==> config.mk <==
export PLATFORM = sky130hd
export DESIGN_NAME = spi_master_ctrl
export DESIGN_NICKNAME = d
export VERILOG_FILES = /design/src/rtl/spi_master_ctrl.sv
export SDC_FILE = /design/constraint.sdc
export NUM_CORES = 1
export LEC_CHECK = 0
export CORE_MARGIN = 3
export CORE_UTILIZATION = 50
export CTS_BUF_LIST = sky130_fd_sc_hd__clkbuf_8
export DETAILED_ROUTE_END_ITERATION = 12
export GPL_ROUTABILITY_DRIVEN = 0
export PLACE_DENSITY = 0.79
export SYNTH_ARGS = -nofsm -noshare
export SYNTH_HDL_FRONTEND = slang
export SYNTH_SLANG_ARGS = --single-unit
==> constraint.sdc <==
create_clock -name clk -period 1.7 [get_ports clk]
set_input_delay 0.34 -clock clk [delete_from_list [all_inputs] [get_ports clk]]
set_output_delay 0.34 -clock clk [all_outputs]
set_load 0.01 [all_outputs]
==> src/rtl/spi_master_ctrl.sv <==
// spi_master_ctrl
//   SPI master that originates the 10-bit command frames consumed by the
//   SPI slave/RAM wrapper. One host command is taken per valid/ready
//   handshake. The frame {cmd_op, cmd_payload} is shifted out MSB first on
//   MOSI, after a leading bit that repeats cmd_op[1] (the slave's read/write
//   decision bit). For op 11 (read-data) the block then waits RD_WAIT cycles
//   and deserializes 8 bits from MISO into rd_data.
//
// Ports
//   clk          system clock, rising edge
//   arst_n       synchronous active-low reset
//   cmd_valid    host command valid
//   cmd_ready    high only in IDLE and out of reset
//   cmd_op       00 wr-addr, 01 wr-data, 10 rd-addr, 11 rd-data
//   cmd_payload  address or write data (still shifted out for op 11)
//   busy         high from acceptance until the end of the inter-frame gap
//   rd_data      last captured read byte
//   rd_valid     one-cycle pulse when rd_data updates
//   SS_n         slave select, active-low
//   MOSI         serial data to slave
//   MISO         serial data from slave
//
// Parameters
//   RD_WAIT         turnaround cycles before the first MISO sample (1..7)
//   GAP             minimum SS_n-high cycles between frames (1..15)
//   MISO_LSB_FIRST  1: first sampled bit lands in rd_data[0]; 0: in rd_data[7]

module spi_master_ctrl #(
  parameter int unsigned RD_WAIT        = 2,
  parameter int unsigned GAP            = 3,
  parameter bit          MISO_LSB_FIRST = 1'b1
) (
  input  logic       clk,
  input  logic       arst_n,
  input  logic       cmd_valid,
  output logic       cmd_ready,
  input  logic [1:0] cmd_op,
  input  logic [7:0] cmd_payload,
  output logic       busy,
  output logic [7:0] rd_data,
  output logic       rd_valid,
  output logic       SS_n,
  output logic       MOSI,
  input  logic       MISO
);

  typedef enum logic [2:0] {
    ST_IDLE,
    ST_START,
    ST_CMD,
    ST_SHIFT,
    ST_WAIT,
    ST_RECV,
    ST_HOLD,
    ST_GAP
  } state_e;

  localparam logic [2:0] WAIT_LAST = 3'(RD_WAIT - 1);
  localparam logic [3:0] GAP_LAST  = 4'(GAP - 1);

  state_e     state_q, state_d;
  logic [9:0] frame_q, frame_d;
  logic [3:0] bit_cnt_q, bit_cnt_d;
  logic [2:0] wr_cnt_q, wr_cnt_d;
  logic [3:0] gap_cnt_q, gap_cnt_d;
  logic [7:0] shreg_q, shreg_d;
  logic [7:0] rd_data_q, rd_data_d;
  logic       rd_valid_q, rd_valid_d;
  logic       ss_n_q, ss_n_d;
  logic       mosi_q, mosi_d;
  logic       busy_q, busy_d;
  logic [3:0] shift_idx;
  logic       is_read;

  assign is_read   = (frame_q[9:8] == 2'b11);
  // Index of the frame bit that goes out in the cycle after the current
  // SHIFT cycle; only used while bit_cnt_q is 0..8.
  assign shift_idx = 4'd8 - bit_cnt_q;

  assign cmd_ready = (state_q == ST_IDLE) & arst_n;
  assign busy      = busy_q;
  assign rd_data   = rd_data_q;
  assign rd_valid  = rd_valid_q;
  assign SS_n      = ss_n_q;
  assign MOSI      = mosi_q;

  // Next-state logic. All serial outputs are registered, so each branch
  // computes the value the pins take in the *next* cycle.
  always_comb begin
    state_d    = state_q;
    frame_d    = frame_q;
    bit_cnt_d  = bit_cnt_q;
    wr_cnt_d   = wr_cnt_q;
    gap_cnt_d  = gap_cnt_q;
    shreg_d    = shreg_q;
    rd_data_d  = rd_data_q;
    rd_valid_d = 1'b0;
    ss_n_d     = ss_n_q;
    mosi_d     = 1'b0;
    busy_d     = busy_q;

    unique case (state_q)
      ST_IDLE: begin
        if (cmd_valid) begin
          frame_d = {cmd_op, cmd_payload};
          state_d = ST_START;
          ss_n_d  = 1'b0;
          busy_d  = 1'b1;
        end
      end

      // The leading command bit repeats the op's read/write bit.
      ST_START: begin
        state_d = ST_CMD;
        mosi_d  = frame_q[9];
      end

      ST_CMD: begin
        state_d   = ST_SHIFT;
        bit_cnt_d = 4'd0;
        mosi_d    = frame_q[9];
      end

      ST_SHIFT: begin
        if (bit_cnt_q == 4'd9) begin
          if (is_read) begin
            state_d  = ST_WAIT;
            wr_cnt_d = 3'd0;
          end else begin
            state_d = ST_HOLD;
          end
        end else begin
          bit_cnt_d = bit_cnt_q + 4'd1;
          mosi_d    = frame_q[shift_idx];
        end
      end

      ST_WAIT: begin
        if (wr_cnt_q == WAIT_LAST) begin
          state_d  = ST_RECV;
          wr_cnt_d = 3'd0;
        end else begin
          wr_cnt_d = wr_cnt_q + 3'd1;
        end
      end

      // One MISO sample per RECV cycle, taken on the edge closing it.
      ST_RECV: begin
        if (MISO_LSB_FIRST) begin
          shreg_d = {MISO, shreg_q[7:1]};
        end else begin
          shreg_d = {shreg_q[6:0], MISO};
        end
        if (wr_cnt_q == 3'd7) begin
          state_d  = ST_HOLD;
          wr_cnt_d = 3'd0;
        end else begin
          wr_cnt_d = wr_cnt_q + 3'd1;
        end
      end

      // Leaving HOLD releases SS_n and, for reads, publishes the byte.
      ST_HOLD: begin
        state_d   = ST_GAP;
        ss_n_d    = 1'b1;
        gap_cnt_d = 4'd0;
        if (is_read) begin
          rd_data_d  = shreg_q;
          rd_valid_d = 1'b1;
        end
      end

      ST_GAP: begin
        if (gap_cnt_q == GAP_LAST) begin
          state_d = ST_IDLE;
          busy_d  = 1'b0;
        end else begin
          gap_cnt_d = gap_cnt_q + 4'd1;
        end
      end

      default: begin
        state_d = ST_IDLE;
        ss_n_d  = 1'b1;
        busy_d  = 1'b0;
      end
    endcase
  end

  // State and output registers. Reset abandons any frame in flight.
  always_ff @(posedge clk) begin
    if (!arst_n) begin
      state_q    <= ST_IDLE;
      frame_q    <= '0;
      bit_cnt_q  <= '0;
      wr_cnt_q   <= '0;
      gap_cnt_q  <= '0;
      shreg_q    <= '0;
      rd_data_q  <= '0;
      rd_valid_q <= 1'b0;
      ss_n_q     <= 1'b1;
      mosi_q     <= 1'b0;
      busy_q     <= 1'b0;
    end else begin
      state_q    <= state_d;
      frame_q    <= frame_d;
      bit_cnt_q  <= bit_cnt_d;
      wr_cnt_q   <= wr_cnt_d;
      gap_cnt_q  <= gap_cnt_d;
      shreg_q    <= shreg_d;
      rd_data_q  <= rd_data_d;
      rd_valid_q <= rd_valid_d;
      ss_n_q     <= ss_n_d;
      mosi_q     <= mosi_d;
      busy_q     <= busy_d;
    end
  end

endmodule
* Word-level counts from Yosys, hierarchy flattened
Index checks and enable logic that the tools add are counted.
** Word-level totals
- Output and inout bits :: 13
- Register bits after elaboration :: 44
- Bits of input ports :: 14
- Word-level logic and storage cells :: 79
** Cells by class
- Equal/unequal tests :: 20
- Add/subtract/negate cells :: 4
- $lt $le $gt $ge :: 1
- Reduce and logical (&&, ||, !) cells :: 16
- Bitwise operators :: 1
- Mux-type cells :: 26
** Operators with widths (count)
- $mux 3 :: 9
- $pmux 3 s8 :: 1
- $ne 2x2->1 const B :: 8
- $pmux 4 s2 :: 2
- $eq 3x3->1 const B :: 5
- $reduce_and 2->1 :: 6
- $pmux 3 s3 :: 1
- $add 4x1->4 const B :: 2
- $mux 4 :: 2
- $reduce_bool 2->1 :: 4
- $eq 3x1->1 const B :: 2
- $eq 3x2->1 const B :: 2
- $mux 1 :: 6
- $pmux 1 s2 :: 3
- $reduce_and 3->1 :: 2
- $lt 4x5->1 const B :: 1
- $reduce_and 5->1 :: 1
- $bmux 1 s4 :: 1
- $eq 4x2->1 const B :: 1
- $eq 4x4->1 const B :: 1
- $sub 4x4->4 const A :: 1
- $add 3x1->3 const B :: 1
- $logic_not 3->1 :: 1
- $reduce_bool 3->1 :: 1
- other kinds (4) :: 4

* Depth between registers and ports, before layout
Gate-level depths: netlist of the first run.
- Word-level depth :: 5
- Gate-level depth with buffers :: 7
- Gate-level depth less buffers :: 6

* Worst setup path before layout of the first run
Ideal clock, no wire load.
- Path type :: register -> register
- From :: register bit_cnt_q[0]
- To :: register mosi_q, in the netlist MOSI
- Stages on the path, launching flop included :: 8
- Period minus slack after synthesis :: 1.791 ns
- Path buffers :: 1
- Setup slack :: -0.091 ns
- Required time :: 1.569 ns
- Setup time :: 0.131 ns
- Arrival :: 1.660 ns
- Path through :: dfxtp_1 buf_4 inv_1 ha_1 mux4_2 mux2_2 o211ai_1 a2111oi_0
** On the way
- Cells in the longest elaborated chain, start to end :: 5
- Elaborated cells between the ends (all ways) :: 6
- Classes of those cells :: add/sub (1); eq/ne (1); mux (4)
** Ends and longest elaborated chain
- start, declared :: RTL line 63 : logic [3:0] bit_cnt_q, bit_cnt_d;
- start signal, assigned :: RTL line 207 : bit_cnt_q <= bit_cnt_d;
- $sub 4x4->4 :: RTL line 78 : assign shift_idx = 4'd8 - bit_cnt_q;
- $bmux 1 s4 :: RTL line 134 : mosi_d = frame_q[shift_idx];
- $mux 1 (not written as such) :: RTL line 134
- $mux 1 (*) :: RTL line 125 : if (bit_cnt_q == 4'd9) begin
- $pmux 1 s2 (*) :: RTL line 102 : unique case (state_q)
- end signal, assigned :: RTL line 214 : mosi_q <= mosi_d;
- end, declared :: RTL line 70 : logic mosi_q, mosi_d;
Every way passes the cells marked *; elsewhere a longest branch is shown, timed or not. The select of a mux whose other input is x is not followed.
A chain may end at the register's enable or synchronous reset.

* Worst setup path after layout of the first run
- From :: register wr_cnt_q[1]
- To :: register state_q[1]
** On the way
- Cells in the longest elaborated chain, start to end :: 3
- Elaborated cells between the ends (all ways) :: 5
- Classes of those cells :: eq/ne (4); reduce/logical (1)
** Ends and longest elaborated chain
- start, declared :: RTL line 64 : logic [2:0] wr_cnt_q, wr_cnt_d;
- start signal, assigned :: RTL line 208 : wr_cnt_q <= wr_cnt_d;
- $eq 3x3->1 or $eq 3x1->1 (tied branches) :: RTL line 154, 139
- $ne 2x2->1 (no line)
- $reduce_and 5->1 (no line) (*)
- end signal, assigned :: RTL line 205 : state_q <= state_d;
- end, declared :: RTL line 61 : state_e state_q, state_d;
Every way passes the cells marked *; elsewhere a longest branch is shown, timed or not.

==> run metrics, run 1 <==
drt first pass iters 4; CTS tree built; core area 3740 sq um; Max Root-Sink Buffers 2; antenna violations before repair 0; GRT overflow 0; Fmax achieved 0.564 GHz; fraction of registers with async set/reset 0; Post-route DRC 0; hold_buf cts 0; Critical Path, Cell by Cell inv_2, ha_4, or3b_4, and3_4, or4b_1, o211a_1; Min Clock Period, post-route 1.77 ns; Max IR drop VDD 0.717 mV; Final Hold Vio Count 0; Crit path largest cell delay 0.51 ns; synthesized area per cell 8.73 sq um; Die X 69.1 microns; placed cell areas 2490 sq um; DIE AREA 4770 sq um; WP data arrival 1.97 ns; GRT Overall Usage 0.191; clk sinks 44; smallest hold slack 0.457 ns; Buf+Inv Stages, Crit Path 1; Net Count, Synth 250; wire length per cell 13.8 microns; R2R depth 6; I/O pin total 27; Static Leak 1.02 nW; Final Util 0.723; placed cell count 318; number of synthesized register bits 44; via/cell ratio 5.32; Detail Route Antenna Nets 0; vias in the first global route 1702; Mapped Area 1990 sq um; max-slew violation count 0; Clock Skews 0.00496 ns; largest net degree at the start of global routing 24; CTS root buf clkbuf_8; Slew headroom 0.714; Syn Inst Count 228; DPL Wire Length 3070 microns; # diodes 0; Worst path top cell family by delay simple AND/OR/NAND/NOR gates; status finished with violations; FF-to-FF Start wr_cnt_q[1]; Clock Latency Late Sink 0.30 ns; worst setup margin -0.0727 ns; Critical path origin wr_cnt_q[1]; Post-synth EDFFs 0; critical path fanouts, max 3; clock transition at the registers of the reported paths 0.08 ns; max-cap violation count 0; first-pass GRT wire length 7560 microns; DRT iter0 DRCs 112; CP Class reg2reg; period utilization 1.04; synthesis-to-finish area growth 36.0%; final wirelength 4550 microns; Worst-Margin Slew 0.428 ns; failing checks negative setup slack; initial core utilization 0.531; worst min path class reg2reg; count of cell types in the netlist 47; crit end category register; Critical Path Sink state_q[1]; CP required 1.89 ns; Cell Pwr Density 942 nW/um^2; CTS Buf Count 5; Filler Cell Count 272; Final setup viols 3; Yosys warnings 0; r2r setup slk -0.07 ns; Most used DFF post-synth dfxtp_1; share of layout cells above drive strength 1 0.241; Via Count 1754; CP Launch Type register; critical path depth 6; I/O Buffers 26; worst r2r dst state_q[1]; design area 2710 sq um; Layout Cells excl Fill 330; H-tree Lvls 2; layout net count 303; Seq/Total Area, Yosys 0.443; Cell Rows 22; RSZ-0062 raised after global routing true; slowest cell on the critical path or4b_1; Die H 69.1 microns
## synth_stat cells, types with 2 or more instances
| cell type | n | area (sq um) |
|---|---|---|
| o21a_1 | 2 | 15.0 |
| a21oi_1 | 24 | 120 |
| nand3b_1 | 2 | 15.0 |
| buf_6 | 2 | 22.5 |
| a211oi_1 | 2 | 15.0 |
| or4_1 | 2 | 15.0 |
| and2_1 | 2 | 12.5 |
| nor3_1 | 3 | 15.0 |
| o21ai_0 | 5 | 25.0 |
| nand2_1 | 39 | 146 |
| nor2_1 | 22 | 82.6 |
| xor2_1 | 2 | 17.5 |
| dfxtp_1 | 44 | 881 |
| ha_1 | 8 | 100 |
| a21o_1 | 2 | 15.0 |
| clkbuf_1 | 7 | 26.3 |
| buf_2 | 2 | 10.0 |
| xnor2_1 | 2 | 17.5 |
| mux2_2 | 2 | 22.5 |
| inv_1 | 5 | 18.8 |
| mux2i_1 | 10 | 100 |
| nand3_1 | 13 | 65.1 |
| mux4_2 | 2 | 45.0 |
## state kept, by name (all words and copies together) (netlist names)
signal,flops
frame_q,10
MOSI,1
wr_cnt_q,3
shreg_q,8
SS_n,1
gap_cnt_q,4
busy,1
rd_valid,1
state_q,3
rd_data,8
bit_cnt_q,4
## worst min-delay path by stage
stage	depth (start not counted)	start	slack [ns]	endpoint
floorplan	1	wr_cnt_q[0]	0.43	wr_cnt_q[0]
global placement	1	wr_cnt_q[0]	0.43	wr_cnt_q[0]
detailed placement	1	wr_cnt_q[0]	0.44	wr_cnt_q[0]
CTS	2	frame_q[1]	0.46	frame_q[1]
global route	2	frame_q[3]	0.47	frame_q[3]
finish	2	frame_q[5]	0.46	frame_q[5]
## cells in the final DEF (no fill, tap or decap), drive strengths merged, types with 2 or more instances in the layout
cell,count
clkbuf,5
nor2,23
clkdlybuf4s50,25
a21oi,24
mux2i,10
or3b,2
nand3,13
a21o,2
inv,6
xnor2,2
or4,2
xor2,2
ha,8
mux2,2
mux4,2
and2,3
a211oi,2
nand2,39
buf,32
nand3b,2
dfxtp,44
nor3,3
o21ai,5
clkinv,2
o21a,2
## tightest hold or removal path: cells and delay by family (launching register included)
| family | cells | cell delay [ns] |
|---|---|---|
| AND/OR/NAND/NOR | 1 | 0.05 |
| AO/OA/AOI/OAI | 1 | 0.05 |
| flip-flops | 1 | 0.31 |
## timing repair
item                                   4_1_cts  5_1_grt
gates resized for setup                     10       14
pin swaps                                    3        7
buffers inserted                             4        0
setup endpoints to repair                    4        5
endpoints found under the hold margin        0        0
## layer usage
metal	track usage	wire [microns]	vias to the layer above
met5	0	0	-
met3	0.0525	206	7
met2	0.291	2190	34
met1	0.260	2110	822
met4	0.0629	45	0
li1	-	-	891
## logic make-up after synthesis
kind of cell,count (synthesis),share of synthesized area
AND/OR/NAND/NOR,97,0.230
flip-flops,44,0.443
adder cells (fa/ha/maj),8,0.0503
XOR/XNOR,4,0.0176
multiplexers,14,0.0843
buffers and inverters,18,0.0447
AO/OA/AOI/OAI,43,0.130
## per-stage QoR
step	setup slack (ns)	TNS, ns	total power [mW]
finish	-0.0727	-0.101	2.55
global route	-0.107	-0.244	2.66
CTS	-0.0183	-0.0363	2.52
detailed placement	-0.154	-0.521	1.73
global placement	-0.164	-0.319	1.70
floorplan	0.00163	0	1.50
## power by group
group          leakage, nW  switching [mW]  internal, mW
sequential           0.360          0.0668          1.10
clock               0.0593           0.347         0.430
combinational        0.604           0.298         0.309
## final cells by class
class | count | area [sq um] | share of cell area
Clock buffer | 5 | 68.8 | 0.0254
Clock inverter | 3 | 38.8 | 0.0143
Inverter | 6 | 22.5 | 0.00832
Multi-Input combinational cell | 166 | 1100 | 0.408
Sequential cell | 44 | 892 | 0.330
Tap cell | 48 | 60.1 | 0.0222
Timing Repair Buffer | 58 | 519 | 0.192
Power figures use the tool's default switching activity.
==> inputs of run 2 (changes only) <==
--- a/config.mk
+++ b/config.mk
@@ -5,12 +5,13 @@
 export SDC_FILE = /design/constraint.sdc
 export NUM_CORES = 1
 export LEC_CHECK = 0
+export CAP_MARGIN = 20
 export CORE_MARGIN = 3
 export CORE_UTILIZATION = 50
 export CTS_BUF_LIST = sky130_fd_sc_hd__clkbuf_8
 export DETAILED_ROUTE_END_ITERATION = 12
 export GPL_ROUTABILITY_DRIVEN = 0
-export PLACE_DENSITY = 0.79
+export PLACE_DENSITY_LB_ADDON = 0.15
 export SYNTH_ARGS = -nofsm -noshare
 export SYNTH_HDL_FRONTEND = slang
 export SYNTH_SLANG_ARGS = --single-unit
==> run metrics, run 2 (same netlist as run 1, synthesis figures left out) <==
status finished with violations; failing checks negative setup slack; WP data arrival 1.94 ns (-0.03 ns); period utilization 1.04 (-0.00442); CP Class reg2reg; Final Util 0.714 (-0.00936); Largest Register frame_q; synthesis-to-finish area growth 34.3%; Fmax achieved 0.567 GHz (+0.43%); Clock Skews 0.00278 ns (-0.00218 ns); sw power 0.708 mW (-0.47%); RSZ-0062 raised after global routing true; drt first pass iters 4 (unchanged); Switching Fraction 0.280 (+0.000524); placed cell count 315 (-0.94%); wire length per cell 13.8 microns (about the same); largest net degree at the start of global routing 17 (-29%); CP required 1.88 ns (about the same); total power 2.53 mW (-0.66%); Final TNS setup -0.0973 ns (+0.00385 ns); Detail Route Antenna Nets 0 (unchanged); crit end category register; worst min path class reg2reg; GRT overflow 0 (unchanged); initial core utilization 0.531 (unchanged); share of layout cells above drive strength 1 0.207 (-0.0340); via/cell ratio 5.39 (+1.5%); Post-route DRC 0 (unchanged); DPL Wire Length 3160 microns (+2.7%); most frequent cells in the layout dfxtp_1, nand2_1, buf_4; DIE AREA 4770 sq um (unchanged); Die X 69.1 microns (unchanged); Pint 1.82 mW (-0.73%); antenna violations before repair 0 (unchanged); CTS root buf clkbuf_8; worst setup margin -0.0652 ns (+0.00751 ns); H-tree Lvls 2 (unchanged); layout net count 301 (-0.66%); max FFs per register 10 (unchanged); clk sinks 44 (unchanged); Final Hold Vio Count 0 (unchanged); Worst-Margin Slew 0.442 ns (+0.0147 ns); core area 3740 sq um (unchanged); Die H 69.1 microns (unchanged); DRT iter0 DRCs 66 (-41%); CTS Buf Count 5 (unchanged); smallest hold slack 0.459 ns (+0.00233 ns); Via Count 1769 (+0.86%); # diodes 0 (unchanged); Static Leak 1.01 nW (-1.8%); I/O Buffers 26 (unchanged); Layout Cells excl Fill 328 (-0.61%); clock transition at the registers of the reported paths 0.08 ns (about the same); Clock Latency Late Sink 0.30 ns (about the same); clock power share 0.314 (+0.009); most common cell after layout, fill and taps aside dfxtp_1; CP Launch Type register; GRT Overall Usage 0.201 (+0.0104); Max IR drop VDD 0.598 mV (-17%); max-cap violation count 0 (unchanged); max-slew violation count 0 (unchanged); Cell Pwr Density 948 nW/um^2 (+0.65%); critical path fanouts, max 8 (+5); Sequential Power Share 0.460 (+0.003); vias in the first global route 1735 (+1.9%); Slew headroom 0.704 (-0.00979); first-pass GRT wire length 7860 microns (+4.0%); combinational share of power 0.227 (-0.011); Min Clock Period, post-route 1.77 ns (-0.00751 ns); Cell Rows 22 (unchanged); Max Root-Sink Buffers 2 (unchanged); final wirelength 4520 microns (-0.70%); CTS tree built; Final setup viols 2 (-1); I/O pin total 27 (unchanged)
==> run 2: cell count changes in the layout (fill, tap and decap cells not counted), sizes merged <==
cell  change
buf       -2
==> run 2: final timing paths <==
path | from | end | slack (ns) | depth (start not counted)
hold / removal | frame_q[0] | frame_q[0] | 0.46 | 2
setup / recovery | bit_cnt_q[0] | MOSI | -0.07 | 5
setup reg to reg | bit_cnt_q[0] | MOSI | -0.07 | 5
hold reg to reg | frame_q[0] | frame_q[0] | 0.46 | 2
==> run 2: through the flow <==
stage	setup slack [ns]	cell area, sq um
floorplan	0.00163	2010
global placement	-0.160	2490
detailed placement	-0.180	2490
CTS	-0.0575	2650
global route	-0.119	2670
finish	-0.0652	2670
==> run 2: power groups by stage <==
stage / registers (mW) / logic, mW / clock network, mW
after detailed placement: 1.18 / 0.538 / 0
after CTS: 1.16 / 0.567 / 0.802
final: 1.16 / 0.574 / 0.795
after global placement: 1.18 / 0.524 / 0
after global routing: 1.17 / 0.629 / 0.842
after floorplan: 1.16 / 0.344 / 0
==> run 2: worst max-delay path: stages (launching register included) <==
cell and delay (ns):
dfxtp_2 0.36, buf_12 0.13, mux4_2 0.50, mux2_4 0.27, o211ai_1 0.25, a2111oi_2 0.12
==> run 2: layout make-up <==
class | count | area (sq um)
multi-input combinational | 166 | 1070
sequential | 44 | 885
timing repair buffer | 56 | 526
clock inverter | 3 | 38.8
fill | 314 | 1070
inverter | 6 | 22.5
tap | 48 | 60.1
clock buffer | 5 | 68.8
==> run 2: metal layers <==
layer	vias to the layer above	routed length [microns]	track usage
met3	10	130	0.0364
met2	32	2230	0.335
met5	-	0	0
li1	887	-	-
met1	840	2070	0.256
met4	0	87	0.0803
==> run 2: repair_timing <==
item | in CTS | in global routing
hold buffers | 0 | 0
buffers inserted | 5 | 0
pin swaps | 4 | 1
resized for setup | 9 | 5
setup endpoints to repair | 7 | 6
==> inputs of run 3 (changes only) <==
--- a/config.mk
+++ b/config.mk
@@ -5,12 +5,14 @@
 export SDC_FILE = /design/constraint.sdc
 export NUM_CORES = 1
 export LEC_CHECK = 0
+export ABC_CLOCK_PERIOD_IN_PS = 1700
 export CAP_MARGIN = 20
 export CORE_MARGIN = 3
 export CORE_UTILIZATION = 50
 export CTS_BUF_LIST = sky130_fd_sc_hd__clkbuf_8
 export DETAILED_ROUTE_END_ITERATION = 12
 export GPL_ROUTABILITY_DRIVEN = 0
+export HOLD_SLACK_MARGIN = 0.12
 export PLACE_DENSITY_LB_ADDON = 0.15
 export SYNTH_ARGS = -nofsm -noshare
 export SYNTH_HDL_FRONTEND = slang
==> results of run 3 <==
The final DEF is identical to that of run 2; final timing and power are the same.
